### src/rtl/lc4_muldiv.sv
// LC4 multi-cycle multiply / divide / modulo unit.
// Shift-add multiply and restoring divide. Each retires one bit per cycle.
// All outputs are registered.
module lc4_muldiv #(
    parameter int unsigned WORD_SIZE = 16
) (
    input  logic                 clk,
    input  logic                 rst_n,
    input  logic                 i_start,
    input  logic [15:0]          i_insn,
    input  logic [WORD_SIZE-1:0] i_r1data,
    input  logic [WORD_SIZE-1:0] i_r2data,
    output logic                 o_ready,
    output logic                 o_valid,
    output logic [WORD_SIZE-1:0] o_result
);

    localparam int unsigned CNT_W = $clog2(WORD_SIZE + 1);
    localparam logic [CNT_W-1:0] CNT_LAST = CNT_W'(WORD_SIZE);

    typedef enum logic [1:0] {
        IDLE,
        MUL,
        DIV,
        DONE
    } state_t;

    state_t               state, state_nxt;
    logic [CNT_W-1:0]     cnt, cnt_nxt;
    // MUL: a = accumulator, b = shifted multiplicand, c = multiplier.
    // DIV: a = partial remainder, b = dividend shifting into the quotient, c = divisor.
    logic [WORD_SIZE-1:0] a_q, a_nxt;
    logic [WORD_SIZE-1:0] b_q, b_nxt;
    logic [WORD_SIZE-1:0] c_q, c_nxt;
    logic                 is_mod, is_mod_nxt;
    logic [WORD_SIZE-1:0] result_nxt;
    logic                 valid_nxt;

    logic                 dec_mul, dec_div, dec_mod;
    logic [WORD_SIZE:0]   rem_sh, rem_diff;

    // Instruction decode for the three supported operations
    always_comb begin
        dec_mul = (i_insn[15:12] == 4'b0001) && (i_insn[5:3] == 3'b001);
        dec_div = (i_insn[15:12] == 4'b0001) && (i_insn[5:3] == 3'b011);
        dec_mod = (i_insn[15:12] == 4'b1010) && (i_insn[5:4] == 2'b11);
    end

    // Restoring-division trial subtract; bit WORD_SIZE of the difference is the borrow
    always_comb begin
        rem_sh   = {a_q, b_q[WORD_SIZE-1]};
        rem_diff = rem_sh - {1'b0, c_q};
    end

    // Next-state and datapath update
    always_comb begin
        state_nxt  = state;
        cnt_nxt    = cnt;
        a_nxt      = a_q;
        b_nxt      = b_q;
        c_nxt      = c_q;
        is_mod_nxt = is_mod;
        result_nxt = o_result;
        valid_nxt  = 1'b0;

        case (state)
            IDLE: begin
                if (i_start) begin
                    cnt_nxt = '0;
                    if (dec_mul || dec_div || dec_mod) begin
                        a_nxt      = '0;
                        b_nxt      = i_r1data;
                        c_nxt      = i_r2data;
                        is_mod_nxt = dec_mod;
                        state_nxt  = dec_mul ? MUL : DIV;
                    end else begin
                        result_nxt = '0;
                        valid_nxt  = 1'b1;
                        state_nxt  = DONE;
                    end
                end
            end
            MUL: begin
                if (cnt == CNT_LAST) begin
                    result_nxt = a_q;
                    valid_nxt  = 1'b1;
                    state_nxt  = DONE;
                end else begin
                    if (c_q[0]) begin
                        a_nxt = a_q + b_q;
                    end
                    b_nxt   = b_q << 1;
                    c_nxt   = c_q >> 1;
                    cnt_nxt = cnt + 1'b1;
                end
            end
            DIV: begin
                if (cnt == CNT_LAST) begin
                    if (c_q == '0) begin
                        result_nxt = '0;
                    end else begin
                        result_nxt = is_mod ? a_q : b_q;
                    end
                    valid_nxt = 1'b1;
                    state_nxt = DONE;
                end else begin
                    if (!rem_diff[WORD_SIZE]) begin
                        a_nxt = rem_diff[WORD_SIZE-1:0];
                        b_nxt = {b_q[WORD_SIZE-2:0], 1'b1};
                    end else begin
                        a_nxt = rem_sh[WORD_SIZE-1:0];
                        b_nxt = {b_q[WORD_SIZE-2:0], 1'b0};
                    end
                    cnt_nxt = cnt + 1'b1;
                end
            end
            DONE: begin
                state_nxt = IDLE;
            end
            default: begin
                state_nxt = IDLE;
            end
        endcase
    end

    // State, datapath and registered outputs
    always_ff @(posedge clk) begin
        if (!rst_n) begin
            state    <= IDLE;
            cnt      <= '0;
            a_q      <= '0;
            b_q      <= '0;
            c_q      <= '0;
            is_mod   <= 1'b0;
            o_ready  <= 1'b1;
            o_valid  <= 1'b0;
            o_result <= '0;
        end else begin
            state    <= state_nxt;
            cnt      <= cnt_nxt;
            a_q      <= a_nxt;
            b_q      <= b_nxt;
            c_q      <= c_nxt;
            is_mod   <= is_mod_nxt;
            o_ready  <= (state_nxt == IDLE);
            o_valid  <= valid_nxt;
            o_result <= result_nxt;
        end
    end

endmodule

### config.mk
export PLATFORM = sky130hd
export DESIGN_NAME = lc4_muldiv
export DESIGN_NICKNAME = d
export VERILOG_FILES = /design/src/rtl/lc4_muldiv.sv
export SDC_FILE = /design/constraint.sdc
export NUM_CORES = 1
export LEC_CHECK = 0
export CAP_MARGIN = 0
export CORE_MARGIN = 5
export CORE_UTILIZATION = 56
export DETAILED_ROUTE_END_ITERATION = 7
export PLACE_DENSITY = 0.85
export SETUP_SLACK_MARGIN = 0.15
export SLEW_MARGIN = 20
export SYNTH_ARGS = -nofsm -noshare
export SYNTH_HDL_FRONTEND = slang
export SYNTH_SLANG_ARGS = --single-unit
### constraint.sdc
create_clock -name clk -period 3.2 [get_ports clk]
set_input_delay 0.96 -clock clk [delete_from_list [all_inputs] [get_ports clk]]
set_output_delay 0.96 -clock clk [all_outputs]
set_load 0.05 [all_outputs]
==> summary.txt <==
Cells and area
  – Area grow syn2layout: 23.0%
  – Layout cells sized above 1: 0.103
  – Antenna cells: 0
  – Core Util, Final: 0.714
  – Final #Nets: 793

Pwr
  – PwrDens: 591 nW/um^2
  – Switching Power: 0.00147 W
  – Clock share of power: 0.196
  – Net Sw Frac: 0.396
  – Max rail drop VDD: 446 uV
  – Comb pwr share: 0.488
  – Leakage Power: 2.70 nW
  – Reg power frac: 0.316
  – Power Internal: 0.00224 W

Synthesis
  – Synth Flop Type: dfxtp_1
  – Post-synth EDFFs: 0
  – Seq/Total Area, Yosys: 0.290
  – Yosys warnings: 0
  – Yosys reg bits: 74
  – Post-synth cell types: 55
  – Synthesized net count: 717
  – Largest cells by area after synthesis: dfxtp_1 29%, ha_1 9.1%, mux2i_1 6.3%
  – Top cell type's share of synthesized area: 0.290
  – Post-synth top area cell: dfxtp_1
  – Asr flop ratio synth: 0
  – Count leader, synth: dfxtp_1
  – Synth Instances: 627
  – Syn Std Cell Area: 5110 sq um
  – Synth top cells by count: 74 x dfxtp_1, 73 x nand2_1, 51 x o21ai_0
  – Syn avg cell area: 8.15 sq um

Global routing
  – Vias in the first global route: 4716
  – Grt ovf: 0
  – First-pass GRT wire length: 22100 microns
  – Pin count of the biggest net entering global routing: 36
  – Total track usage: 0.236
  – Initial antenna violation count: 0

Placement
  – HPWL Detailed: 9700 microns
  – Final GP Congestion: 0.933
  – IO Port Bufs: 59

Worst setup path
  – Crit path required time: 3.43 ns
  – Crit path kind: flip-flop to flip-flop
  – Slowest stage delay, CP: 0.38 ns
  – Setup crit end kind: flip-flop
  – CP Launch Type: flip-flop
  – Worst-path maximum fanout: 6
  – CP max stage cell: fa_2
  – Worst path cell trace: inv_4, ha_4, inv_2, fa_2, a211oi_4, o211ai_2, a211o_1, a41o_1, a21oi_4, xnor2_4, buf_6, mux2i_1, o221ai_1
  – Arrival @ worst endpoint: 3.28 ns

Clock network
  – H-tree levels: 3
  – Clk Latency, worst-skew pair: 0.36 ns
  – Clock transition at path regs: 0.08 ns
  – Cts hold-fix bufs: 0
  – CTS tree: built
  – Num Clock Sinks: 74
  – CTS max path bufs: 2
  – CTS Buf Count: 9
  – Root Buffer: clkbuf_8

STA
  – Max Fclk: 0.328 GHz
  – Worst hold slack: 0.542 ns
  – Skew final: 0.00803 ns
  – Setup-failing EPs final: 0
  – Final hold vios: 0
  – Slew HR: 0.613
  – Max-slew violation count: 0
  – Final Cycle Share: 0.953
  – Unrepaired setup endpoints after global routing: yes
  – Worst-Margin Slew: 0.578 ns
  – TNS Setup: 0 ns
  – Crit path time final: 3.05 ns

Floorplan
  – Initial Util: 0.580
  – Die Area: 11100 sq um
  – DIE HEIGHT: 106 microns
  – Die Wd: 106 microns
  – # rows: 34
  – Core area: 8810 sq um
  – Io pins: 69

Job
  – Max cap viols: 0

Run status
  – Status: finished, final reports clean

Route
  – Via count: 4924
  – Routed Antenna Nets: 0
  – Drt wl/cell: 16.1 microns
  – Initial DRC count: 345
  – DRC violations left: 0
  – Via-to-Cell Ratio: 6.04
  – Drt first pass iters: 5
  – WL final: 13100 microns

Min path
  – Tightest Hold Check Type: flip-flop to flip-flop
[area by class of cell]
cell class	count	area, sq um
Multi-Input combinational cell	492	3460
Fill cell	663	2520
Sequential cell	74	1480
Timing Repair Buffer	98	915
Clock buffer	12	145
Tap cell	108	135
Inverter	28	108
Clock inverter	3	40.0
[stage by stage]
| step | cell area (sq um) | std cells | power (W) | setup slack [ns] |
|---|---|---|---|---|
| finish | 6280 | 815 | 0.00372 | 0.152 |
| global route | 6280 | 815 | 0.00395 | 0.0802 |
| CTS | 6200 | 812 | 0.00364 | 0.173 |
| detailed placement | 5980 | 794 | 0.00288 | -0.176 |
| global placement | 5980 | 794 | 0.00280 | -0.0257 |
| floorplan | 5110 | 627 | 0.00240 | 0.370 |
[flip-flops by register name, summed over array words and instances, names as in the netlist]
name	flops
a_q	16
b_q	16
c_q	16
o_result	16
cnt	5
state	2
is_mod	1
o_ready	1
o_valid	1
[cell usage in the layout, fill, tap and decap left out, types with 7 or more instances in the layout]
cell              n
xnor2_1          16
a211oi_1          7
a21oi_1          24
buf_4            34
mux2i_1          32
clkbuf_8         10
nor2_1           28
nand3_1          45
o21ai_1           9
and2_1           21
o21ai_0          45
nand2_1          73
dfxtp_1          73
inv_1            25
ha_1             36
a31oi_1           7
xor2_1           13
a22oi_1          18
clkdlybuf4s50_1  58
nor3_1           10
o211a_1          30
[cells by family (layout without fill, tap and decap cells)]
group / after synthesis / count (layout) / share of synthesized area
and+or+nand+nor: 211 / 211 / 0.199
DFF: 74 / 74 / 0.290
xor gates and xnor gates: 30 / 31 / 0.0551
muxes: 33 / 33 / 0.0656
adders and majority gates: 39 / 39 / 0.0984
buffers and inverters: 62 / 141 / 0.0472
AOI/OAI and AO/OA: 178 / 178 / 0.245
[per-layer routing]
layer | up-vias | GRT usage | routed length [microns]
li1 | 2436 | - | -
met1 | 2278 | 0.309 | 5870
met2 | 180 | 0.387 | 6130
met3 | 30 | 0.0452 | 809
met4 | 0 | 0.0860 | 318
met5 | - | 0 | 0
[repair_timing]
item / 4_1_cts / 5_1_grt
gates cloned: 1 / 0
setup endpoints to repair: 13 / 17
pin swaps: 4 / 8
gates resized for setup: 3 / 18
endpoints found under the hold margin: 0 / 0
setup buffers: 2 / 3
[power by group through the flow]
stage	Sequential [W]	Combinational, W	Clock (W)
2_1_floorplan	0.00118	0.00122	0
3_3_place_gp	0.00118	0.00162	0
3_5_place_dp	0.00119	0.00169	0
4_1_cts	0.00117	0.00173	0.000737
5_1_grt	0.00120	0.00198	0.000779
6_report	0.00117	0.00182	0.000728
[final timing paths]
check | slack (ns) | startpoint | to | cells after the start
min | 0.54 | cnt[4] | cnt[4] | 2
min reg2reg | 0.54 | cnt[4] | cnt[4] | 2
max | 0.15 | b_q[15] | a_q[12] | 13
max reg2reg | 0.15 | b_q[15] | a_q[12] | 13
[critical path: cells and delay by family (launching register included)]
kind            cells  cell delay [ns]
compound gates      6             1.35
fa+ha+maj           2             0.52
flops               1             0.34
buf+inv             3             0.28
xor+xnor            1             0.22
mux                 1             0.20
(Power assumes the default switching activity.)
